===== config.mk =====
export PLATFORM = sky130hd
export DESIGN_NAME = iter_divider
export DESIGN_NICKNAME = d
export VERILOG_FILES = /design/src/rtl/iter_divider.sv
export SDC_FILE = /design/constraint.sdc
export NUM_CORES = 1
export LEC_CHECK = 0
export ABC_AREA = 1
export BUFFER_PORTS_ARGS = -buffer_cell sky130_fd_sc_hd__buf_2
export CORE_MARGIN = 1.5
export CORE_UTILIZATION = 45
export CTS_CLUSTER_DIAMETER = 30
export DETAILED_ROUTE_END_ITERATION = 8
export GPL_TIMING_DRIVEN = 1
export PLACE_DENSITY_LB_ADDON = 0.12
export SYNTH_ARGS = -nofsm -noshare
export SYNTH_HDL_FRONTEND = slang
export SYNTH_SLANG_ARGS = --single-unit
export TNS_END_PERCENT = 5

===== constraint.sdc =====
create_clock -name clock -period 3.7 [get_ports clock]
set_input_delay 0 -clock clock [delete_from_list [all_inputs] [get_ports clock]]
set_output_delay 0 -clock clock [all_outputs]
set_load 0.03 [all_outputs]

===== src/rtl/iter_divider.sv =====
// ---------------------------------------------------------------------------
// iter_divider
//
// Iterative restoring divider for the execute-stage multdiv unit. It produces
// one quotient bit per clock, sequenced by an internal up-counter. A one-cycle
// start pulse launches an operation. A one-cycle ready strobe marks a valid
// quotient. The pipeline stalls on busy until that strobe.
//
// Optional feature macro: ITER_DIVIDER_SIGNED_EN
//   undefined : unsigned operands and quotient (default build)
//   defined   : two's-complement operands, quotient truncated toward zero.
//               Latency is the same in both builds.
//
// Parameters
//   WIDTH  operand / quotient width (default 32)
//   CNT_W  iteration counter width, 2**CNT_W > WIDTH (default 6)
//
// Ports
//   clock           in   rising-edge clock
//   clr_n           in   asynchronous active-low reset
//   ctrl_DIV        in   start pulse; operands sampled on that edge
//   data_operandA   in   dividend
//   data_operandB   in   divisor
//   data_result     out  registered quotient, held until next completion
//   data_exception  out  registered divide-by-zero flag, valid with RDY
//   data_resultRDY  out  one-cycle result-valid strobe
//   busy            out  high while an operation is in flight (RUN)
// ---------------------------------------------------------------------------
module iter_divider #(
  parameter int WIDTH = 32,
  parameter int CNT_W = 6
) (
  input  logic             clock,
  input  logic             clr_n,
  input  logic             ctrl_DIV,
  input  logic [WIDTH-1:0] data_operandA,
  input  logic [WIDTH-1:0] data_operandB,
  output logic [WIDTH-1:0] data_result,
  output logic             data_exception,
  output logic             data_resultRDY,
  output logic             busy
);

  typedef enum logic [1:0] {
    IDLE = 2'd0,
    RUN  = 2'd1,
    DONE = 2'd2
  } state_t;

  state_t           state;
  logic [WIDTH-1:0] div_q;   // latched divisor (magnitude in signed build)
  logic [WIDTH-1:0] quo_q;   // dividend shifting out / quotient shifting in
  logic [WIDTH-1:0] rem_q;   // partial remainder, internal only
  logic [CNT_W-1:0] cnt_q;

  // Operand conditioning at the start edge.
  logic [WIDTH-1:0] mag_a;
  logic [WIDTH-1:0] mag_b;
  logic             div_zero;

`ifdef ITER_DIVIDER_SIGNED_EN
  logic neg_q;       // quotient must be negated on completion
  logic neg_start;

  // The magnitude of MIN is MIN itself. Read as unsigned, that is the correct
  // magnitude, so MIN/-1 works out to MIN with no special case.
  always_comb begin
    mag_a     = data_operandA[WIDTH-1] ? -data_operandA : data_operandA;
    mag_b     = data_operandB[WIDTH-1] ? -data_operandB : data_operandB;
    neg_start = data_operandA[WIDTH-1] ^ data_operandB[WIDTH-1];
  end
`else
  always_comb begin
    mag_a = data_operandA;
    mag_b = data_operandB;
  end
`endif

  assign div_zero = (data_operandB == '0);

  // One restoring iteration. The shifted remainder needs WIDTH+1 bits, because
  // a divisor above 2**(WIDTH-1) can leave a remainder whose doubled value
  // overflows WIDTH bits.
  logic [WIDTH:0]   rem_sh;
  logic [WIDTH:0]   trial;
  logic [WIDTH-1:0] rem_nxt;
  logic [WIDTH-1:0] quo_nxt;
  logic [WIDTH-1:0] quo_final;

  // NOTE: every always_comb output gets a default assignment first, so no
  // path can leave it unassigned and infer a latch.
  always_comb begin
    rem_sh  = {rem_q, quo_q[WIDTH-1]};
    trial   = rem_sh - {1'b0, div_q};
    rem_nxt = rem_sh[WIDTH-1:0];
    quo_nxt = {quo_q[WIDTH-2:0], 1'b0};
    if (!trial[WIDTH]) begin
      rem_nxt = trial[WIDTH-1:0];
      quo_nxt = {quo_q[WIDTH-2:0], 1'b1};
    end
  end

`ifdef ITER_DIVIDER_SIGNED_EN
  assign quo_final = neg_q ? -quo_nxt : quo_nxt;
`else
  assign quo_final = quo_nxt;
`endif

  logic last_iter;
  assign last_iter = (cnt_q == CNT_W'(WIDTH - 1));

  // NOTE: sequential state uses non-blocking assignments only. Every register
  // then samples its pre-edge value, whatever order the statements appear in.
  always_ff @(posedge clock or negedge clr_n) begin
    if (!clr_n) begin
      state          <= IDLE;
      div_q          <= '0;
      quo_q          <= '0;
      rem_q          <= '0;
      cnt_q          <= '0;
      data_result    <= '0;
      data_exception <= 1'b0;
      data_resultRDY <= 1'b0;
      busy           <= 1'b0;
`ifdef ITER_DIVIDER_SIGNED_EN
      neg_q          <= 1'b0;
`endif
    end else begin
      data_resultRDY <= 1'b0;

      if (ctrl_DIV) begin
        // A start in any state, RUN and DONE included, abandons the current
        // operation and reloads everything.
        div_q <= mag_b;
        quo_q <= mag_a;
        rem_q <= '0;
        cnt_q <= '0;
`ifdef ITER_DIVIDER_SIGNED_EN
        neg_q <= neg_start;
`endif
        if (div_zero) begin
          state          <= DONE;
          busy           <= 1'b0;
          data_resultRDY <= 1'b1;
          data_exception <= 1'b1;
          data_result    <= '0;
        end else begin
          state <= RUN;
          busy  <= 1'b1;
        end
      end else begin
        unique case (state)
          RUN: begin
            rem_q <= rem_nxt;
            quo_q <= quo_nxt;
            cnt_q <= cnt_q + 1'b1;
            if (last_iter) begin
              state          <= DONE;
              busy           <= 1'b0;
              data_resultRDY <= 1'b1;
              data_exception <= 1'b0;
              data_result    <= quo_final;
            end
          end
          DONE:    state <= IDLE;
          default: state <= IDLE;
        endcase
      end
    end
  end

endmodule

==> results.tsv <==
stage	metric	value	unit
power_and_ir_drop	PwrDens	502	mW/mm2
floorplan	Die H	142	um
logic_synthesis	Cells after Synth	1252	
placement	dpl ws	1.16	ns
cts	CTS Buffer Depth	2	
cells_and_area	Multi-input gate area	0.00428	mm2
critical_path	CP arrival	2.92	ns
logic_synthesis	yosys warns	0	
detailed_routing	Initial DRC Count	333	
grt	GR Util All Layers	23.2	%
logic_synthesis	Synth Cell Area	0.00870	mm2
detailed_routing	TritonRoute pass-1 iters	5	
cts	CTS sink cnt	139	
cts	CTS Root Cell	clkbuf_16	
timing	setup ws final	1.14	ns
logic_synthesis	Yosys cell types	42	
floorplan	die area	0.0202	mm2
grt	initial antenna violation count	0	
timing	min cycle time layout	2.56	ns
cts	clock latency on the worst-skew pair	0.43	ns
floorplan	Top Ports	102	
detailed_routing	vias per cell	4.74	
floorplan	total core area	0.0188	mm2
timing	clock skew	0.0159	ns
timing	Fin. Hold Viols	0	
status	status	completed	
power_and_ir_drop	VDD IR-drop max	0.326	mV
timing	relative slew slack	38.7	%
logic_synthesis	syn nets	1353	
floorplan	Core Rows	50	
cts	CTS tree	done	
cts	Num CTS Buffers	17	
logic_synthesis	Avg Cell Area, Syn	6.95	um2
power_and_ir_drop	internal power	0.00329	W
critical_path	critical path launch point type	flop	
cells_and_area	Storage cell area	0.00348	mm2
placement	number of port buffers	101	
cells_and_area	share of layout cells above drive strength 1	13.2	%
power_and_ir_drop	Clock Power Share	31.9	%
critical_path	critical path type	flop to flop	
min_path	worst hold path class	input port to flop	
logic_synthesis	FF+latch count, synth	139	
timing	crit share post-route	69.1	%
critical_path	flop2flop setup slack	1.14	ns
power_and_ir_drop	combinational power share	33.3	%
detailed_routing	routed wire length	22.0	mm
timing	slew of the pin with the lowest slew margin	0.920	ns
cts	post-CTS setup buffer count	0	
detailed_routing	drt wl/cell	13.1	um
critical_path	maximum fanout along the worst path	32	
timing	f_max	391	MHz
logic_synthesis	register area share after synthesis	40.0	%
timing	Final Max Tran Viols	0	
cells_and_area	commonest non-fill, non-tap cell in the layout	nand2_1	
timing	count of final setup violators	0	
critical_path	Worst Path Required	4.06	ns
cells_and_area	ANT cells	0	
placement	routability cong.	0.903	
cells_and_area	FILL cells	1837	
timing	RSZ-0062 raised after global routing	false	
timing	setup_tns	0	ns
cells_and_area	Layout area overhead	22.0	%
cts	H-tree depth	4	
cells_and_area	post-layout util	56.3	%
power_and_ir_drop	switch share	38.3	%
placement	dpl hpwl	15.7	mm
cells_and_area	# nets final	1507	
grt	vias in the first global route	7649	
floorplan	Initial Utilization	46.2	%
power_and_ir_drop	Leak Pwr	5.80	nW
grt	largest net degree at the start of global routing	103	
floorplan	Die Span X	142	um
grt	first-pass GRT wire length	37.1	mm
detailed_routing	DR vias	7962	
power_and_ir_drop	Seq pwr share	34.7	%
detailed_routing	post-route antenna net violation count	0	
power_and_ir_drop	Sw Pwr	0.00204	W
grt	total gr overflow	0	
detailed_routing	total DRC errors in the routed layout	0	
run	Max Cap Violations	0	
cts	Clock Pin Slew Worst Setup and Hold Paths	0.07	ns
critical_path	CP Capture Type	flop	
cells_and_area	most frequent cells in the layout	nand2_1 (449), inv_1 (189), dfrtp_1 (139)	
power groups by stage:
stage / combinational (W) / sequential, W / clock, W
final: 0.00178 / 0.00185 / 0.00170
after global routing: 0.00201 / 0.00188 / 0.00180
after CTS: 0.00179 / 0.00185 / 0.00174
after detailed placement: 0.00173 / 0.00187 / 0
after global placement: 0.00171 / 0.00187 / 0
after floorplan: 0.00120 / 0.00199 / 0
layout make-up:
class	instances	share of cell area, %
sequential	139	32.8
clock buffer	18	4.05
clock inverter	14	1.42
multi-input combinational	882	40.4
inverter	193	6.83
timing repair buffer	173	11.5
tap	260	3.07
Yosys cell counts (all sizes together):
master | number | area (um2)
nor2b | 2 | 12.5
xor2 | 1 | 8.76
nand4 | 10 | 62.6
o21bai | 5 | 41.3
o221ai | 1 | 8.76
o21ai | 41 | 205
a32o | 1 | 10.0
nand3b | 4 | 30.0
fa | 1 | 20.0
nor2 | 132 | 503
a22o | 1 | 8.76
nand2 | 475 | 1900
xnor2 | 14 | 123
a31oi | 29 | 181
nand3 | 70 | 395
o31ai | 1 | 21.3
nor4 | 1 | 6.26
o211ai | 1 | 7.51
a21oi | 50 | 262
buf | 16 | 140
ha | 33 | 413
nor3 | 5 | 30.0
or2 | 1 | 6.26
inv | 193 | 724
o22ai | 1 | 6.26
clkbuf | 22 | 82.6
dfrtp | 139 | 3480
a21o | 2 | 15.0
metrics by stage:
step / hold WS (ns) / std cells / instance area, um2 / total power, W
after global placement: 0.188 / 1582 / 9380 / 0.00358
after global routing: 0.115 / 1679 / 10600 / 0.00569
after floorplan: -0.296 / 1252 / 8700 / 0.00319
final: 0.0816 / 1679 / 10600 / 0.00533
after detailed placement: 0.187 / 1582 / 9380 / 0.00360
after CTS: 0.0776 / 1679 / 10600 / 0.00538
worst max-delay path, stage by stage (launching register included):
cell and delay [ns]:
dfrtp_1 0.38, inv_1 0.07, ha_1 0.13, inv_1 0.07
fa_1 0.44, nand2_1 0.11, nand2_1 0.06, nand3b_1 0.09
nand2_2 0.08, nand2_2 0.06, nand2_2 0.07, nand2_4 0.10
nand3_2 0.13, nand2_8 0.27, nand2_2 0.18, nand2_1 0.11
nand2_1 0.05, nand2_1 0.06
flip-flops by register name, summed over array words and instances, names as in the netlist:
register and cells:
busy 1, state 2, rem_q 32, cnt_q 6, data_resultRDY 1, data_exception 1, quo_q 32, data_result 32
div_q 32
per-layer routing:
metal,wire (um),vias to the layer above,GRT usage (%)
met5,0,-,0
met4,318,0,7.00
met3,662,23,4.44
met2,10500,121,39.2
met1,10500,3642,30.1
li1,-,4176,-
worst paths after layout:
path	cells after the start	end	from
max	17	rem_q[27]	quo_q[31]
min	3	div_q[3]	ctrl_DIV
max reg2reg	17	rem_q[27]	quo_q[31]
min reg2reg	2	busy	busy
max in group asynchronous	3	quo_q[8]	clr_n
min in group asynchronous	2	rem_q[4]	clr_n
logic make-up after synthesis:
| kind of cell | Yosys count | synth area share (%) |
|---|---|---|
| DFF | 139 | 40.0 |
| buffers and inverters | 231 | 10.9 |
| xor gates and xnor gates | 15 | 1.51 |
| AOI/OAI and AO/OA | 133 | 8.82 |
| adders and majority gates | 34 | 4.98 |
| and+or+nand+nor | 700 | 33.8 |
repair_timing:
action / 4_1_cts / 5_1_grt
hold buffers: 65 / 0
hold endpoints to repair: 165 / 0
resized for setup: 0 / 0
endpoints found under the setup margin: 0 / 0
No activity file was read; power rests on OpenSTA's default activity.
